--- src/rtl/fifo_pkg.sv ---
// rtl/fifo_pkg.sv - shared constants and sizing helpers for the parametrised FIFO
//
// Purpose: default parameter values plus pointer-width and depth derivation
//          used by fifo_param and fifo_mem.
// Ports:   none (package).
package fifo_pkg;

  localparam int DEF_DATA_WIDTH = 8;
  localparam int DEF_ADDR_WIDTH = 4;
  localparam int DEF_FWFT       = 0;

  // One extra pointer bit distinguishes full from empty when addresses match.
  function automatic int ptr_w(input int addr_w);
    return addr_w + 1;
  endfunction

  function automatic int depth_of(input int addr_w);
    return 1 << addr_w;
  endfunction

endpackage

--- src/rtl/fifo_mem.sv ---
// rtl/fifo_mem.sv - flop-array storage with one write port and one async read port
//
// Purpose: FIFO storage; contents are deliberately not reset.
// Ports:   clk   - clock, write on rising edge
//          we    - write enable
//          waddr - write address
//          wdata - write data
//          raddr - read address
//          rdata - combinational read data at raddr
module fifo_mem #(
  parameter int DATA_WIDTH = 8,
  parameter int ADDR_WIDTH = 4
) (
  input  logic                  clk,
  input  logic                  we,
  input  logic [ADDR_WIDTH-1:0] waddr,
  input  logic [DATA_WIDTH-1:0] wdata,
  input  logic [ADDR_WIDTH-1:0] raddr,
  output logic [DATA_WIDTH-1:0] rdata
);

  logic [DATA_WIDTH-1:0] mem [0:(1<<ADDR_WIDTH)-1];

  always_ff @(posedge clk) begin
    if (we) begin
      mem[waddr] <= wdata;
    end
  end

  assign rdata = mem[raddr];

endmodule

--- src/rtl/fifo_param.sv ---
// rtl/fifo_param.sv - parametrised single-clock FIFO with count, thresholds and sticky errors
//
// Purpose: synchronous FIFO with occupancy count, programmable almost-full /
//          almost-empty thresholds, sticky overflow/underflow, synchronous
//          flush and an optional first-word-fall-through read mode.
// Ports:   clk, rst_n      - clock, async active-low reset
//          wr, rd          - write / read requests
//          data_in         - write data
//          flush           - synchronous clear of contents and error flags
//          clr_err         - clears sticky error flags
//          af_level        - almost-full threshold (count >= af_level)
//          ae_level        - almost-empty threshold (count <= ae_level)
//          data_out        - read data (registered, or head word when FWFT=1)
//          fifo_count      - occupancy 0..DEPTH
//          fifo_full/empty - occupancy flags
//          almost_full/almost_empty - threshold flags
//          fifo_overflow/fifo_underflow - sticky rejected-access flags
module fifo_param
  import fifo_pkg::*;
#(
  parameter int DATA_WIDTH = DEF_DATA_WIDTH,
  parameter int ADDR_WIDTH = DEF_ADDR_WIDTH,
  parameter int FWFT       = DEF_FWFT
) (
  input  logic                  clk,
  input  logic                  rst_n,
  input  logic                  wr,
  input  logic                  rd,
  input  logic [DATA_WIDTH-1:0] data_in,
  input  logic                  flush,
  input  logic                  clr_err,
  input  logic [ADDR_WIDTH:0]   af_level,
  input  logic [ADDR_WIDTH:0]   ae_level,
  output logic [DATA_WIDTH-1:0] data_out,
  output logic [ADDR_WIDTH:0]   fifo_count,
  output logic                  fifo_full,
  output logic                  fifo_empty,
  output logic                  almost_full,
  output logic                  almost_empty,
  output logic                  fifo_overflow,
  output logic                  fifo_underflow
);

  localparam int PW = ptr_w(ADDR_WIDTH);
  localparam logic [PW-1:0] ONE = 1;

  logic [PW-1:0]         wptr;
  logic [PW-1:0]         rptr;
  logic [PW-1:0]         count;
  logic                  rd_ok;
  logic                  wr_ok;
  logic [DATA_WIDTH-1:0] rdata;

  assign fifo_empty = (wptr == rptr);
  assign fifo_full  = (wptr[PW-1] != rptr[PW-1]) &&
                      (wptr[ADDR_WIDTH-1:0] == rptr[ADDR_WIDTH-1:0]);

  // A write into a full FIFO still lands when a read frees a slot this cycle.
  assign rd_ok = rd & ~fifo_empty;
  assign wr_ok = wr & (~fifo_full | rd_ok);

  fifo_mem #(
    .DATA_WIDTH(DATA_WIDTH),
    .ADDR_WIDTH(ADDR_WIDTH)
  ) u_mem (
    .clk  (clk),
    .we   (wr_ok & ~flush),
    .waddr(wptr[ADDR_WIDTH-1:0]),
    .wdata(data_in),
    .raddr(rptr[ADDR_WIDTH-1:0]),
    .rdata(rdata)
  );

  always_ff @(posedge clk or negedge rst_n) begin
    if (!rst_n) begin
      wptr  <= '0;
      rptr  <= '0;
      count <= '0;
    end else if (flush) begin
      wptr  <= '0;
      rptr  <= '0;
      count <= '0;
    end else begin
      if (wr_ok) wptr <= wptr + ONE;
      if (rd_ok) rptr <= rptr + ONE;
      case ({wr_ok, rd_ok})
        2'b10:   count <= count + ONE;
        2'b01:   count <= count - ONE;
        default: count <= count;
      endcase
    end
  end

  // Sticky flags: flush clears outright; otherwise a new error beats clr_err.
  always_ff @(posedge clk or negedge rst_n) begin
    if (!rst_n) begin
      fifo_overflow  <= 1'b0;
      fifo_underflow <= 1'b0;
    end else if (flush) begin
      fifo_overflow  <= 1'b0;
      fifo_underflow <= 1'b0;
    end else begin
      if (wr & ~wr_ok)  fifo_overflow <= 1'b1;
      else if (clr_err) fifo_overflow <= 1'b0;
      if (rd & ~rd_ok)  fifo_underflow <= 1'b1;
      else if (clr_err) fifo_underflow <= 1'b0;
    end
  end

  generate
    if (FWFT != 0) begin : g_fwft
      assign data_out = rdata;
    end else begin : g_reg
      logic [DATA_WIDTH-1:0] dout_q;
      always_ff @(posedge clk or negedge rst_n) begin
        if (!rst_n) begin
          dout_q <= '0;
        end else if (flush) begin
          dout_q <= '0;
        end else if (rd_ok) begin
          dout_q <= rdata;
        end
      end
      assign data_out = dout_q;
    end
  endgenerate

  assign fifo_count   = count;
  assign almost_full  = (count >= af_level);
  assign almost_empty = (count <= ae_level);

endmodule

--- config.mk ---
export PLATFORM = sky130hd
export DESIGN_NAME = fifo_param
export DESIGN_NICKNAME = d
export VERILOG_FILES = /design/src/rtl/fifo_pkg.sv /design/src/rtl/fifo_mem.sv /design/src/rtl/fifo_param.sv
export SDC_FILE = /design/constraint.sdc
export NUM_CORES = 1
export LEC_CHECK = 0
export ABC_AREA = 1
export CAP_MARGIN = 25
export CORE_MARGIN = 4
export CORE_UTILIZATION = 60
export CTS_BUF_LIST = sky130_fd_sc_hd__clkbuf_16
export DETAILED_ROUTE_END_ITERATION = 7
export PLACE_DENSITY = 0.77
export SYNTH_ARGS = -nofsm -noshare
export SYNTH_HDL_FRONTEND = slang
export SYNTH_SLANG_ARGS = --single-unit
--- constraint.sdc ---
create_clock -name clk -period 5.77 [get_ports clk]
set_input_delay 1.154 -clock clk [delete_from_list [all_inputs] [get_ports clk]]
set_output_delay 1.154 -clock clk [all_outputs]
set_load 0.02 [all_outputs]
==> impl_metrics.ini, run 1 <==
[global_routing]
busiest_layer = met2
grt_use_total = 0.240
gr-total-overflow = 0
antenna_found_initial = 0
grt_use_met3 = 0.0581
grt_pass1_wl_um = 23700
grt_util_met1 = 0.336
grt_use_met2 = 0.378
grt_max_degree = 68
grt_pass1_vias = 4414

[setup_path]
path_class = in -> out
crit_cells = 9
crit_path_end_kind = output pin
timing.rr.start = rptr[1]$_DFFE_PN0P_
path_cells = clkdlybuf4s50_1 -> ha_1 -> inv_1 -> nand2_1 -> a21oi_1 -> o21bai_1 -> a21oi_1 -> o21bai_1 -> clkdlybuf4s50_1
crit_path_max_fanout = 1
r2r-end = u_mem.mem[4][5]$_DFFE_PP_
crit_required_ns = 4.62
path_delay_family = buffers and inverters
endpoint = almost_full
rr_worst_depth = 11
start_kind = input port
slowest_delay_ns = 0.62
cp.buffers_inverters = 3
r2r_slack_ns = 2.69
critPathSlowestCell = clkdlybuf4s50_1
startpoint = af_level[0]
arrival_ns = 2.99

[sta]
fin_tns_setup_ns = 0
worst_pin_slew_ns = 0.855
final-hold-violation-count = 0
fmax_mhz = 241
setup_slack_ns = 1.63
period_share = 0.718
setup_viol = 0
clock_skew_ns = 0.00861
rsz0062_at_grt = false
drv_slew = 0
period_minus_slack_ns = 4.14
relSlewSlack = 0.428

[floorplanning]
dieHeight_um = 114
pin_count = 43
rows = 38
start_util = 0.619
die_w_um = 114
core_um2 = 10900
fp.dieArea_um2 = 13000

[placement]
dpl.hpwl_um = 9510
place.port_buffers = 42
place_congestion = 0.850
place_inst = 766
dp_slack_ns = 1.61

[synth]
synthAdderAreaFrac = 0.0362
synth_seq_cells = 153
synth_xor_area_frac = 0.00906
syn-instance-count = 602
synth_top_area_frac = 0.568
synth_area_um2 = 6770
synth_compound_area_frac = 0.102
synth_area_leaders = edfxtp_1 (57%), dfrtp_1 (9.2%), nor2_1 (5.5%)
yosysUniqueCellTypes = 33
yosys.area.top_type = edfxtp_1
synth-seq-area-share = 0.660
postSynthNetCount = 645
yosys.area_share.simple = 0.156
syn_area_per_cell_um2 = 11.2
muxShareOfSynthArea = 0
synth_top_family_by_area = simple AND/OR/NAND/NOR gates
ys_warn_count = 0

[final_layout]
ff_latch_area_um2 = 4470
fill_cells = 740
finalNonFillerCells = 798
nNetsFinal = 688
multi_input_comb_area_um2 = 2050
antenna_cells = 0
syn_to_final_growth_pct = 16.8
final_common_cell = edfxtp_1
final_util = 0.723
final_cell_mix = edfxtp_1 (128), nor2_1 (99), nand2_1 (85), o21ai_0 (68), clkdlybuf4s50_1 (42)
drive_gt1_frac = 0.0942

[power_and_ir_drop]
seqPwrFrac = 0.445
power_mw = 2.82
p_sw_mw = 0.778
peakVddDrop_v = 0.000246
internal_power_mw = 2.05
power_density_nw_per_um2 = 357
p_sw_frac = 0.276
p_leak_nw = 2.98
clockPowerShare = 0.387
p_comb_frac = 0.168

[clock_network]
cts_setup_buffers = 0
clkTransAtPathRegs_ns = 0.06
cts_tree = done
root_buffer = clkbuf_16
htree_levels = 4
cts_max_path_buffers = 2
hold_buffers = 0
cts_num_sinks = 153
cts_resized = 0
numCtsBuffers = 17
clk_latency_ns = 0.42

[route]
firstDrtPassIters = 5
vias = 4651
drtIter0Drc = 663
drc_errors = 0
wl_per_cell_um = 18.6
via_per_inst = 5.83
ant_nets = 0
wl_um = 14800

[worst_hold_path]
hold_class = reg -> reg

[job]
maxCapViolCount = 0

[run_status]
outcome = finished clean
==> layer usage <==
layer / wire length (µm) / share of wire / vias up
met1: 6330 / 0.43 / 2230
met5: 0 / 0 / -
met2: 7130 / 0.48 / 203
met3: 1160 / 0.078 / 18
li1: - / - / 2200
met4: 197 / 0.013 / 0
==> sequential cells by signal, indices dropped and copies added (netlist names) <==
signal	cells
data_out	8
fifo_count	5
fifo_overflow	1
fifo_underflow	1
rptr	5
u_mem.mem	128
wptr	5
==> cell usage after synthesis, drive strengths merged <==
cell type  count
edfxtp       128
nor2         103
nand2         94
o21ai         76
inv           37
nand3         30
dfrtp         25
ha            18
o22ai         17
clkbuf        16
o211ai        16
buf            9
a21oi          8
nand4          4
nor3           4
xor2           4
o21bai         3
xnor2          3
nand3b         2
o31ai          2
a21o           1
clkinv         1
fa             1
==> tightest hold or removal path, cell delays in order (launching register included) <==
cell and delay (ns):
dfrtp_1 0.34, nand2_1 0.06, nand2_1 0.05
==> layout make-up <==
| class | instances | share of cell area |
|---|---|---|
| inverter | 38 | 0.0180 |
| sequential | 153 | 0.565 |
| tap | 140 | 0.0221 |
| clock inverter | 15 | 0.0207 |
| multi-input combinational | 386 | 0.259 |
| timing repair buffer | 49 | 0.0607 |
| clock buffer | 17 | 0.0538 |
==> power by group through the flow <==
stage          sequential [mW]  combinational (mW)  clock (mW)
6_report                  1.26               0.474        1.09
2_1_floorplan             1.30               0.276           0
4_1_cts                   1.26               0.475        1.10
3_5_place_dp              1.28               0.472           0
3_3_place_gp              1.28               0.453           0
5_1_grt                   1.26               0.529        1.16
==> cell families after synthesis <==
group / after synthesis
flip-flops: 153
AND/OR/NAND/NOR: 237
AO/OA/AOI/OAI: 123
XOR/XNOR: 7
buffers and inverters: 63
adder cells (fa/ha/maj): 19
==> metrics by stage <==
step           instance area (µm²)  hold slack [ns]
2_1_floorplan                 6770            0.512
3_3_place_gp                  7300            0.470
3_5_place_dp                  7320            0.467
4_1_cts                       7910            0.483
5_1_grt                       7910            0.518
6_report                      7910            0.485
==> worst min path at each step <==
stage / cells after the start / slack, ns / startpoint / endpoint
finish: 2 / 0.48 / data_out[4]$_DFFE_PN0P_ / data_out[4]$_DFFE_PN0P_
global route: 2 / 0.52 / data_out[1]$_DFFE_PN0P_ / data_out[1]$_DFFE_PN0P_
CTS: 2 / 0.48 / data_out[4]$_DFFE_PN0P_ / data_out[4]$_DFFE_PN0P_
detailed placement: 2 / 0.47 / data_out[4]$_DFFE_PN0P_ / data_out[4]$_DFFE_PN0P_
global placement: 2 / 0.47 / data_out[5]$_DFFE_PN0P_ / data_out[5]$_DFFE_PN0P_
floorplan: 2 / 0.51 / rptr[4]$_DFFE_PN0P_ / rptr[4]$_DFFE_PN0P_
No activity file was read; power rests on OpenSTA's default activity.
==> inputs of run 2 (changes only) <==
--- a/config.mk
+++ b/config.mk
@@ -8,10 +8,10 @@
 export ABC_AREA = 1
 export CAP_MARGIN = 25
 export CORE_MARGIN = 4
-export CORE_UTILIZATION = 60
+export CORE_UTILIZATION = 53
 export CTS_BUF_LIST = sky130_fd_sc_hd__clkbuf_16
 export DETAILED_ROUTE_END_ITERATION = 7
-export PLACE_DENSITY = 0.77
+export PLACE_DENSITY = 0.71
 export SYNTH_ARGS = -nofsm -noshare
 export SYNTH_HDL_FRONTEND = slang
 export SYNTH_SLANG_ARGS = --single-unit
==> constraint.sdc (replaced) <==
create_clock -name clk -period 3.35 [get_ports clk]
set_input_delay 0.67 -clock clk [delete_from_list [all_inputs] [get_ports clk]]
set_output_delay 0.67 -clock clk [all_outputs]
set_load 0.02 [all_outputs]
==> run 2 against run 1 <==
Critical path depth did not move. Cell count rose by 5.5%. Hold slack got worse by 0.0022 ns. Largest power group unchanged. Non-clock buffer count rose by 12. Clock power rose by 55%. Flip-flop and latch count did not move. Die area rose by 12%. Worst setup slack got worse by 1.5 ns. Critical endpoint is now almost_empty. Final area rose by 0.84%. Combinational power rose by 70%. Sequential share of layout area fell by 0.47 points.
==> impl_metrics.ini, run 2 (synthesis results as in run 1) <==
[run_status]
outcome = finished clean

[global_routing]
grt_pass1_vias = 4584
gr-total-overflow = 0
antenna_found_initial = 0
grt_pass1_wl_um = 24200
grt_max_degree = 67
grt_use_total = 0.218

[power_and_ir_drop]
seqPwrFrac = 0.464
peakVddDrop_v = 0.000313
p_sw_mw = 1.31
clockPowerShare = 0.363
p_leak_nw = 3.02
internal_power_mw = 3.36
p_comb_frac = 0.173
power_density_nw_per_um2 = 585
p_sw_frac = 0.280

[sta]
drv_slew = 0
setup_slack_ns = 0.167
rsz0062_at_grt = false
clock_skew_ns = 0.00955
setup_viol = 0
final-hold-violation-count = 0
fmax_mhz = 314
period_share = 0.950
relSlewSlack = 0.498
period_minus_slack_ns = 3.18
fin_tns_setup_ns = 0
worst_pin_slew_ns = 0.750

[final_layout]
final_util = 0.635
multi_input_comb_area_um2 = 2050
finalNonFillerCells = 842
fill_cells = 1006
drive_gt1_frac = 0.109
nNetsFinal = 700
final_common_cell = edfxtp_1
antenna_cells = 0
regMostFlops = u_mem.mem
syn_to_final_growth_pct = 17.8
final_cell_mix = edfxtp_1 (128), nor2_1 (99), nand2_1 (85), o21ai_0 (68), clkdlybuf4s50_1 (42)
final_area_um2 = 7980
ff_latch_area_um2 = 4470
largest_register_ff_count = 128

[placement]
place_congestion = 0.793
dpl.hpwl_um = 9680
place_inst = 810
dp_slack_ns = 0.158
dpl_cell_area_um2 = 7440
place.port_buffers = 42

[setup_path]
crit_path_end_kind = output pin
crit_required_ns = 2.68
path_class = in -> out
arrival_ns = 2.51
start_kind = input port
crit_path_max_fanout = 2

[clock_network]
cts_resized = 0
cts_setup_buffers = 0
hold_buffers = 0
cts_tree = done
cts_max_path_buffers = 2
clkTransAtPathRegs_ns = 0.06
htree_levels = 4
cts_num_sinks = 153
root_buffer = clkbuf_16
numCtsBuffers = 17
clk_latency_ns = 0.43

[route]
drc_errors = 0
drtIter0Drc = 387
wl_um = 15100
ant_nets = 0
via_per_inst = 5.50
firstDrtPassIters = 5
vias = 4630
wl_per_cell_um = 17.9

[floorplanning]
fp.dieArea_um2 = 14600
dieHeight_um = 121
core_um2 = 12600
die_w_um = 121
rows = 41
pin_count = 43
start_util = 0.539

[worst_hold_path]
hold_class = reg -> reg

[job]
maxCapViolCount = 0
run 2: cell types whose count changed in the layout (fill, tap and decap cells not counted), sizes merged:
cell,before,now
bufinv,2,0
clkinv,5,10
inv,42,39
buf,7,19
run 2: final timing paths:
check / startpoint / to / slack [ns] / depth (start not counted)
max in group asynchronous: rst_n / fifo_count[3]$_DFFE_PN0P_ / 2.03 / 2
setup / recovery: ae_level[1] / almost_empty / 0.17 / 9
setup reg to reg: rptr[1]$_DFFE_PN0P_ / fifo_count[4]$_DFFE_PN0P_ / 0.68 / 17
hold reg to reg: data_out[7]$_DFFE_PN0P_ / data_out[7]$_DFFE_PN0P_ / 0.48 / 2
min in group asynchronous: rst_n / data_out[7]$_DFFE_PN0P_ / 0.69 / 1
hold / removal: data_out[7]$_DFFE_PN0P_ / data_out[7]$_DFFE_PN0P_ / 0.48 / 2
run 2: critical path, stage by stage:
cell,delay (ns)
clkdlybuf4s50_1,0.45
inv_1,0.04
ha_1,0.30
inv_1,0.06
o21bai_1,0.06
a21oi_1,0.12
nor2_1,0.05
o22ai_1,0.12
clkdlybuf4s50_1,0.63
run 2: metal layers:
| metal | part of all wire | track usage | up-vias |
|---|---|---|---|
| li1 | - | - | 2225 |
| met1 | 0.45 | 0.291 | 2249 |
| met2 | 0.49 | 0.357 | 145 |
| met3 | 0.056 | 0.0559 | 11 |
| met4 | 0.0098 | 0.0616 | 0 |
| met5 | 0 | 0 | - |
run 2: stage by stage:
stage / hold slack [ns] / total power, mW
2_1_floorplan: 0.374 / 2.71
3_3_place_gp: 0.469 / 2.98
3_5_place_dp: 0.468 / 3.01
4_1_cts: 0.485 / 4.70
5_1_grt: 0.509 / 4.89
6_report: 0.482 / 4.66
run 2: area by class of cell:
type | instances | area share
Sequential cell | 153 | 0.560
Multi-Input combinational cell | 386 | 0.257
Timing Repair Buffer | 61 | 0.0706
Clock buffer | 17 | 0.0533
Tap cell | 172 | 0.0270
Inverter | 38 | 0.0179
Clock inverter | 15 | 0.0135
run 2: power by group through the flow:
stage	sequential, mW	combinational (mW)	clock, mW
floorplan	2.23	0.475	0
global placement	2.20	0.782	0
detailed placement	2.20	0.810	0
CTS	2.17	0.815	1.72
global route	2.17	0.894	1.82
finish	2.17	0.805	1.69
==> inputs of run 3 (changes only) <==
--- a/config.mk
+++ b/config.mk
@@ -6,7 +6,6 @@
 export NUM_CORES = 1
 export LEC_CHECK = 0
 export ABC_AREA = 1
-export CAP_MARGIN = 25
 export CORE_MARGIN = 4
 export CORE_UTILIZATION = 53
 export CTS_BUF_LIST = sky130_fd_sc_hd__clkbuf_16
==> results of run 3 <==
Same layout as run 2: the final DEF is identical, and so are final timing and power.
